[src/rtl/pipe_skid_reg.sv]
// pipe_skid_reg: one pipeline register stage with a valid/ready handshake on both sides.
//
// With SKID=1 the stage has two entries, a head and a skid. in_ready depends only on
// registered state, so the stage breaks the ready timing path from downstream to upstream.
// With SKID=0 the stage has a single stall register. Its in_ready is combinational from
// out_ready.
//
// Both variants use the same state register. With SKID=0 an input handshake in ONE needs
// out_ready=1, so that handshake always comes with an output handshake, and the state
// never reaches TWO.
//
// The stage also keeps two saturating statistics counters: output handshakes, and stall
// cycles (out_valid=1 with out_ready=0).
//
// Ports:
//   clk        in   clock, rising edge
//   rst_n      in   asynchronous active-low reset
//   in_valid   in   upstream offers a word
//   in_ready   out  stage accepts a word this cycle
//   in_ctrl    in   upstream control word   [CTRL_W]
//   in_data    in   upstream payload        [DATA_W]
//   flush      in   synchronous kill of all held words (highest priority)
//   out_valid  out  head entry valid
//   out_ready  in   downstream accepts the head entry
//   out_ctrl   out  head control word, 0 when out_valid=0
//   out_data   out  head payload, 0 when out_valid=0
//   clr_cnt    in   synchronous clear of both counters
//   xfer_cnt   out  saturating count of output handshakes
//   stall_cnt  out  saturating count of stall cycles
//
// States:
//   state    | meaning
//   ---------+-----------------------------------------
//   ST_EMPTY | no word held, outputs zero
//   ST_ONE   | head entry valid and presented
//   ST_TWO   | head presented, skid entry also holds a word (SKID=1 only)

module pipe_skid_reg #(
  parameter int DATA_W = 32,
  parameter int CTRL_W = 32,
  parameter int SKID   = 1,
  parameter int CNT_W  = 16
) (
  input  logic              clk,
  input  logic              rst_n,
  input  logic              in_valid,
  output logic              in_ready,
  input  logic [CTRL_W-1:0] in_ctrl,
  input  logic [DATA_W-1:0] in_data,
  input  logic              flush,
  output logic              out_valid,
  input  logic              out_ready,
  output logic [CTRL_W-1:0] out_ctrl,
  output logic [DATA_W-1:0] out_data,
  input  logic              clr_cnt,
  output logic [CNT_W-1:0]  xfer_cnt,
  output logic [CNT_W-1:0]  stall_cnt
);

  localparam bit             SKID_EN = (SKID != 0);
  localparam logic [CNT_W-1:0] CNT_MAX = '1;
  localparam logic [CNT_W-1:0] CNT_ONE = CNT_W'(1);

  typedef enum logic [1:0] {
    ST_EMPTY = 2'd0,
    ST_ONE   = 2'd1,
    ST_TWO   = 2'd2
  } state_t;

  state_t            state;
  logic [CTRL_W-1:0] head_ctrl;
  logic [DATA_W-1:0] head_data;
  logic [CTRL_W-1:0] skid_ctrl;
  logic [DATA_W-1:0] skid_data;
  logic              head_valid;

  logic in_hs;
  logic out_hs;
  logic stall_ev;

  // in_ready is gated with rst_n so that it reads 0 throughout reset and 1 as soon as
  // reset is released, without waiting for a clock edge.
  generate
    if (SKID_EN) begin : g_skid
      assign in_ready = rst_n & (state != ST_TWO);
    end else begin : g_stall
      assign in_ready = rst_n & (out_ready | ~head_valid);
    end
  endgenerate

  assign in_hs    = in_valid & in_ready;
  assign out_hs   = head_valid & out_ready;
  assign stall_ev = head_valid & ~out_ready;

  // The head registers are cleared whenever the stage empties. This keeps the outputs
  // zero while invalid and avoids an output mux.
  assign out_valid = head_valid;
  assign out_ctrl  = head_ctrl;
  assign out_data  = head_data;

  always_ff @(posedge clk or negedge rst_n) begin
    if (!rst_n) begin
      state      <= ST_EMPTY;
      head_valid <= 1'b0;
      head_ctrl  <= '0;
      head_data  <= '0;
      skid_ctrl  <= '0;
      skid_data  <= '0;
    end else if (flush) begin
      // Drops every held word, including any word arriving in this same cycle.
      state      <= ST_EMPTY;
      head_valid <= 1'b0;
      head_ctrl  <= '0;
      head_data  <= '0;
      skid_ctrl  <= '0;
      skid_data  <= '0;
    end else begin
      case (state)
        ST_EMPTY: begin
          if (in_hs) begin
            state      <= ST_ONE;
            head_valid <= 1'b1;
            head_ctrl  <= in_ctrl;
            head_data  <= in_data;
          end
        end
        ST_ONE: begin
          if (in_hs && out_hs) begin
            head_ctrl <= in_ctrl;
            head_data <= in_data;
          end else if (in_hs && SKID_EN) begin
            state     <= ST_TWO;
            skid_ctrl <= in_ctrl;
            skid_data <= in_data;
          end else if (out_hs) begin
            state      <= ST_EMPTY;
            head_valid <= 1'b0;
            head_ctrl  <= '0;
            head_data  <= '0;
          end
        end
        ST_TWO: begin
          // in_ready is low in TWO, so no input handshake can happen here.
          if (out_hs) begin
            state     <= ST_ONE;
            head_ctrl <= skid_ctrl;
            head_data <= skid_data;
            skid_ctrl <= '0;
            skid_data <= '0;
          end
        end
        default: begin
          state      <= ST_EMPTY;
          head_valid <= 1'b0;
          head_ctrl  <= '0;
          head_data  <= '0;
          skid_ctrl  <= '0;
          skid_data  <= '0;
        end
      endcase
    end
  end

  // Flush does not touch the counters. A handshake in the flush cycle still counts.
  always_ff @(posedge clk or negedge rst_n) begin
    if (!rst_n) begin
      xfer_cnt  <= '0;
      stall_cnt <= '0;
    end else if (clr_cnt) begin
      xfer_cnt  <= '0;
      stall_cnt <= '0;
    end else begin
      if (out_hs && (xfer_cnt != CNT_MAX)) begin
        xfer_cnt <= xfer_cnt + CNT_ONE;
      end
      if (stall_ev && (stall_cnt != CNT_MAX)) begin
        stall_cnt <= stall_cnt + CNT_ONE;
      end
    end
  end

endmodule

[config.mk]
export PLATFORM = sky130hd
export DESIGN_NAME = pipe_skid_reg
export DESIGN_NICKNAME = d
export VERILOG_FILES = /design/src/rtl/pipe_skid_reg.sv
export SDC_FILE = /design/constraint.sdc
export NUM_CORES = 1
export LEC_CHECK = 0
export CAP_MARGIN = 20
export CORE_AREA = 2 2 158 160
export DETAILED_ROUTE_END_ITERATION = 6
export DIE_AREA = 0 0 160 162
export GPL_ROUTABILITY_DRIVEN = 0
export PLACE_DENSITY = 0.64
export SKIP_CTS_REPAIR_TIMING = 1
export SLEW_MARGIN = 20
export SYNTH_ARGS = -nofsm -noshare
export SYNTH_HDL_FRONTEND = slang
export SYNTH_SLANG_ARGS = --single-unit
[constraint.sdc]
create_clock -name clk -period 5.2 [get_ports clk]
set_input_delay 0.78 -clock clk [delete_from_list [all_inputs] [get_ports clk]]
set_output_delay 0.78 -clock clk [all_outputs]
set_load 0.01 [all_outputs]
## Word-level counts from Yosys, hierarchy flattened

Index checks and enable logic that the tools add are counted.

- Bits in registers: 163
- Bits of input ports: 70

- Add/sub/neg operators: 2
- Eq/ne operators: 16
- Mux-type cells: 35
- Bitwise gates (word level): 5
- Reduce and logical (&&, ||, !) cells: 10

Operator list:

| operator | count |
|---|---|
| 32-bit 2-to-1 mux | 14 |
| 32-bit one-hot mux with 3 select lines | 4 |
| 16-bit 2-to-1 mux | 4 |
| 16-bit by 1-bit adder with 16-bit output, second input constant | 2 |
| 16-bit inequality test, second input constant | 2 |
| 3-bit inequality test, second input constant | 6 |
| 2-bit 2-to-1 mux | 6 |
| 4-bit inequality test, second input constant | 3 |
| 4-bit AND reduction | 3 |
| 2-bit inequality test, second input constant | 3 |
| 2-bit one-hot mux with 3 select lines | 1 |
| 1-bit 2-to-1 mux | 5 |
| 5-bit AND reduction | 1 |
| 1-bit bitwise AND | 4 |
| 2-bit nonzero test | 2 |
| 1-bit logical AND | 3 |
| 1-bit one-hot mux with 3 select lines | 1 |
| 2-bit by 1-bit == test with 1-bit output, second input constant | 1 |
| 2-bit == test, second input constant | 1 |
| 2-bit logical NOT | 1 |
| 1-bit inverter | 1 |

## Depth between registers and ports, before layout

- Depth after elaboration: 7
- Gate-level depth with buffers: 8
- Gate-level depth less buffers: 5

## Least setup slack after synthesis

Ideal clock, no wire load.

- Path kind: in2reg
- Start: in out_ready
- End: reg xfer_cnt[13]
- Setup time: 0.125 ns
- Data arrival time: 1.888 ns
- Required time: 5.075 ns
- Path slack: 3.188 ns
- Stages: 6
- Path buffers: 2
- Path through: and2_1 > buf_2 > nand4_1 > buf_2 > nor4_1 > mux2_2

- Word-level cells in the longest chain between the ends: 3

RTL lines:

| item | RTL line | source |
|---|---|---|
| from (decl) | 52 | `input logic out_ready,` |
| 1-bit bitwise AND | 92 | `assign out_hs = head_valid & out_ready;` |
| 1-bit logical AND | 173 | `if (out_hs && (xfer_cnt != CNT_MAX)) begin` |
| 2-bit nonzero test (no line) | - |  |
| to (signal assigned) | 174 | `xfer_cnt <= xfer_cnt + CNT_ONE;` |
| to (decl) | 56 | `output logic [CNT_W-1:0] xfer_cnt,` |

Every way passes these cells.
A chain may end at the register's enable or synchronous reset.

## Worst setup path after layout

- Start: in out_ready
- End: reg skid_data[27]

- Word-level cells in the longest chain between the ends: 4
- Elaborated cells on any way between the ends: 5
- Those cells by class: 2 x eq/ne; 1 x bitwise; 2 x reduce/logical

RTL lines:

| item | RTL line | source |
|---|---|---|
| 1-bit bitwise AND * | 92 |  |
| 1-bit logical AND | 128 | `if (in_hs && out_hs) begin` |
| 3-bit inequality test (no line) | - |  |
| 4-bit AND reduction (no line) * | - |  |
| to (signal assigned) | 134 | `skid_data <= in_data;` |
| to (decl) | 74 | `logic [DATA_W-1:0] skid_data;` |

Every way passes the cells marked *; elsewhere a longest branch is shown, timed or not.

==> summary.md <==
| Metric | Value |
|---|---|
| CP Data Required Time | `5.56 ns` |
| HPWL after DPL | `11900 um` |
| Crit share post-route | `55.6%` |
| Mean Syn Cell Area | `12.0 um^2` |
| Placed insts | `1043` |
| Placed cell areas | `9090 um^2` |
| M1 WL | `9340 um` |
| Crit-path max cell delay | `0.77 ns` |
| H-tree levels | `4` |
| Site row count | `57` |
| Avg WL per Cell | `18.4 um` |
| Pre-CTS WS | `1.68 ns` |
| Skew final | `0.0169 ns` |
| RSZ-0062 raised after global routing | `no` |
| Slew Limit Fails | `0` |
| Number of global-route vias before repair | `5803` |
| CTS Buffer Depth | `2` |
| Area delta synth->final | `36.9%` |
| CP Launch Type | `primary input` |
| Final setup vio count | `0` |
| Register-to-Register Path Depth | `5` |
| Ys flop type | `dfrtp_1` |
| EDFF count, synth | `0` |
| Post-DRT Antenna Nets | `0` |
| DRC Markers | `0` |
| Starting density of the core | `29.5%` |
| Worst-Skew Late Latency | `0.43 ns` |
| Hold Crit Class | `primary input to asynchronous set/reset pin` |
| Global-route wire length before repair | `31800 um` |
| Crit path capture type | `flip-flop` |
| Chip width | `160 um` |
| Vias | `5707` |
| First drt pass iteration count | `5` |
| CP Cell Sequence | `clkdlybuf4s50_1 > and2_1 > o21bai_1 > a21oi_4 > buf_12 > a22o_1` |
| Synthesized Nets | `666` |
| Post-Synthesis Cells | `594` |
| Ys Warns | `0` |
| I/O pin cnt | `168` |
| Worst setup path class | `primary input to flip-flop` |
| Metal3 WL | `1080 um` |
| Reg2reg start | `out_valid` |
| Final setup TNS | `0 ns` |
| Max Clk Rate | `346 MHz` |
| Worst-path clk slew | `0.07 ns` |
| Worst EP arrival | `3.25 ns` |
| Total Wirelength | `19800 um` |
| Commonest non-fill, non-tap cell in the layout | `clkdlybuf4s50_1` |
| Clk sinks | `163` |
| Remaining global-route overflow | `0` |
| Status | `completed` |
| Crit path depth | `6` |
| Yosys cell types | `52` |
| Worst Tran Pin Value | `0.945 ns` |
| Worst hold slack | `0.240 ns` |
| Crit path buf inv count | `2` |
| WL met2 | `9250 um` |
| Sequential area share after synthesis | `57.3%` |
| Leak | `4.04 nW` |
| Post-route cell area | `9750 um^2` |
| Avg Vias per Cell | `5.30` |
| Initial antenna violation count | `0` |
| Die Span Y | `162 um` |
| Register area | `4080 um^2` |
| Peak supply drop | `0.179 mV` |
| Critical path startpoint | `out_ready` |
| Final min period | `2.89 ns` |
| PortBufs | `167` |
| Post-Layout Cell Count | `1077` |
| R2R setup slack | `2.71 ns` |
| Num CTS Buffers | `17` |
| Netlist Area Pre-Place | `7120 um^2` |
| Final Hold Vio Count | `0` |
| Total power draw | `2.97 mW` |
| Clock Tree Root | `clkbuf_16` |
| Top Layer Used | `met4` |
| CTS tree | `done` |
| Top delay family on crit path | `compound AO/OA/AOI/OAI gates` |
| Layout net count | `812` |
| Final worst-path setup slack | `2.31 ns` |
| Post-synthesis register bit count | `163` |
| Pwr Density | `305 nW/um^2` |
| Diode count | `0` |
| Critical path destination | `skid_data[27]` |
| Max FO, Critical Path | `36` |
| GRT Total Usage | `15.2%` |
| Slowest CP cell | `a21oi_4` |
| Post-Route Utilization | `40.4%` |
| Reg-to-reg critical path endpoint | `skid_data[27]` |
| Multi-input gate area | `2830 um^2` |
| Core area | `24100 um^2` |
| Asr flop ratio synth | `100%` |
| Pin count of the biggest net entering global routing | `78` |
| Maxcap violations | `0` |
| FILL cells | `2323` |
| Most frequent cells in the layout | `clkdlybuf4s50_1 (166), dfrtp_1 (163), a22o_1 (64), a22oi_1 (64), o2bb2ai_1 (64)` |
| Max_slew headroom | `36.8%` |
| Layout cells sized above 1 | `8.50%` |
| Die area | `25900 um^2` |
| Initial DRC Count | `341` |
how the worst min path moves through the flow:
stage                              from            end  slack (ns)  depth (start not counted)
final                             rst_n   stall_cnt[8]        0.24                          1
after global routing              rst_n   stall_cnt[8]        0.23                          1
after CTS                         rst_n   stall_cnt[8]        0.23                          1
after detailed placement   out_ctrl[26]   out_ctrl[26]        0.47                          1
after global placement      out_data[4]    out_data[4]        0.47                          1
after floorplan           skid_ctrl[10]  skid_ctrl[10]        0.47                          1
cell families (layout without fill, tap and decap cells):
group	after synthesis	in the layout	synth area share (%)
buf+inv	57	216	3.58
simple gates	107	107	9.44
mux	7	7	1.09
compound gates	258	258	28.3
fa+ha+maj	2	2	0.351
flops	163	163	57.3
registers in the layout, summed over array words and instances (netlist names):
signal and count:
stall_cnt 16, out_valid 1, state 2, skid_data 32, xfer_cnt 16, skid_ctrl 32
out_ctrl 32, out_data 32
per-layer routing:
metal	vias up	global-route usage [%]
met1	2873	21.1
met4	0	3.85
met3	11	3.96
li1	2643	-
met5	-	0
met2	180	24.0
Yosys cell counts (4+ instances only):
master / instances / share of area [%]
o31ai_1: 6 / 0.63
nand3_1: 13 / 0.91
buf_2: 10 / 0.70
or4_1: 8 / 0.84
dfrtp_1: 163 / 57
nor4_1: 4 / 0.35
a22o_1: 64 / 7.9
o2bb2ai_1: 64 / 7.9
inv_1: 5 / 0.26
nor3_1: 4 / 0.28
o41ai_1: 4 / 0.49
mux2_2: 6 / 0.95
nand2_1: 10 / 0.53
o21ai_0: 16 / 1.1
a22oi_1: 64 / 6.7
nor2b_1: 9 / 0.79
or3_1: 10 / 0.88
nand4_1: 12 / 1.1
nor2_1: 12 / 0.63
a21oi_1: 26 / 1.8
clkbuf_1: 32 / 1.7
a211oi_1: 4 / 0.42
buf_1: 6 / 0.32
power by group:
| part | internal, mW | switching [mW] | leakage, nW |
|---|---|---|---|
| Sequential | 1.31 | 0.0318 | 2.25 |
| Clock | 0.695 | 0.609 | 0.292 |
| Combinational | 0.157 | 0.174 | 1.50 |
| Total | 2.16 | 0.815 | 4.04 |
cell type report:
class / instances / area share (%)
Clock inverter: 15 / 1.92
Multi-Input combinational cell: 374 / 29.0
Inverter: 5 / 0.192
Sequential cell: 163 / 41.8
Tap cell: 324 / 4.16
Timing Repair Buffer: 179 / 18.5
Clock buffer: 17 / 4.36
No activity file was read; power rests on OpenSTA's default activity.
==> edit: new RTL, same settings <==
Make the reset (`rst_n`) synchronous in 2 clocked blocks. Comments in the files are not updated.
--- a/src/rtl/pipe_skid_reg.sv
+++ b/src/rtl/pipe_skid_reg.sv
@@ -100,3 +100,3 @@
 
-  always_ff @(posedge clk or negedge rst_n) begin
+  always_ff @(posedge clk) begin
     if (!rst_n) begin
@@ -164,3 +164,3 @@
   // Flush does not touch the counters. A handshake in the flush cycle still counts.
-  always_ff @(posedge clk or negedge rst_n) begin
+  always_ff @(posedge clk) begin
     if (!rst_n) begin
Formal check against the unedited RTL: differs if rst_n is asserted again (counterexample within 4 cycles, from zero or initial values and one cycle with rst_n low); with rst_n held inactive, the same outputs for 4 cycles.
==> edit against the unedited design <==
Worst hold slack gained 0.23 ns. Register-to-register slack lost 0.17 ns. Synthesized area shrank 2.4%. Sequential cell count is the same. Total power shrank 4.5%. First-iteration DRC count grew 87%. Cell area shrank 2.7%. Routed wire length grew 15%. Critical path depth is the same. Highest routed layer unchanged. Largest power group is now clock. Worst setup slack lost 0.28 ns. Utilization shrank 1.1 points. Critical path type unchanged. Non-clock buffer count grew 2. Final cell count grew 18%.
==> edit: results (changes against the unedited design) <==
- Final hold slack: 0.465 ns (+0.226 ns)
- Multi-input gates: 566 (+51%)
- Flop2flop setup slack: 2.54 ns (-0.17 ns)
- Worst path max stage delay: 0.96 ns (+0.19 ns)
- Sequential element share of the synthesized area: 0.470 (-0.103)
- Met1 Resource Use GR: 0.240 (+0.0294)
- Gate power share: 0.079 (-0.033)
- Buffering overhead: 0.191 (+0.00586)
- Largest cells by area after synthesis: dfxtp_1 (47%), a21oi_1 (11%), a22oi_1 (6.9%)
- Synth cell count leaders: dfxtp_1 (163), a21oi_1 (152), nand3_1 (77)
- FFs w/ async S/R, synth: 0 (-1.00)
- Int Pwr: 2.13 mW (-1.3%)
- Post-Synth Adder-Cell Area: 0.00360 (+0.0000873)
- Layout cell share with drive strength beyond 1: 0.0665 (-0.0185)
- Final non-filler cell total: 1271 (+18%)
- Vias in the first global route: 6485 (+12%)
- Critical path peak fanout: 32 (-11%)
- Initial DRC Count: 638 (+87%)
- Status: complete, no violations
- Global-route wire length before repair: 36.4 mm (+14%)
- Fillers: 2462 (+6.0%)
- WL met3: 1.42 mm (+31%)
- Dominant class by area: multi-input combinational cells
- Met3 usage: 0.0388 (-0.000766)
- Post-synthesis mux area share: 0.00432 (-0.00657)
- Compound-gate portion of the synthesized area: 0.274 (-0.00901)
- Hpwl dp: 13.9 mm (+16%)
- Overall power: 2.84 mW (-4.5%)
- Hold Path Class: flip-flop to flip-flop
- Met2 Use GR: 0.272 (+0.0325)
- Dpl cells: 1237 (+19%)
- Met2 routed WL: 10.7 mm (+15%)
- FMAX: 316 MHz (-8.7%)
- Pre-CTS setup slack: 1.64 ns (-0.0384 ns)
- Synth unique cells: 45 (-13%)
- FF-to-FF End: out_data[7]$_SDFFE_PP0P_
- Vias: 7029 (+23%)
- Per-cell routed wire length: 18.0 µm (-2.4%)
- Final-layout clock-cell area share: 0.0656 (+0.00269)
- Synth Instances: 816 (+37%)
- Area occupied by multi-input gates: 3360 µm² (+19%)
edit: changes by cell type after synthesis, sizes merged, moves of 11 or more:
cell,delta
dfrtp,-163
dfxtp,+163
a21oi,+127
a22o,-64
nand3,+64
o2bb2ai,-64
nand4,+63
o21ai,+62
buf,+20
nand2,+11
edit: worst reg2reg max path: stages, from the launching register on:
cell	delay (ns)
dfxtp_1	0.44
nand2_1	0.46
a21oi_4	0.96
buf_4	0.43
a22oi_1	0.14
a21oi_1	0.15
edit: worst max path at each step:
stage          startpoint                        end
2_1_floorplan   out_ready  out_ctrl[22]$_SDFFE_PP0P_
3_3_place_gp    out_ready   out_data[6]$_SDFFE_PP0P_
3_5_place_dp    out_ready   out_data[7]$_SDFFE_PP0P_
4_1_cts         out_ready   out_data[7]$_SDFFE_PP0P_
5_1_grt         out_ready  out_data[10]$_SDFFE_PP0P_
6_report        out_ready   out_data[7]$_SDFFE_PP0P_
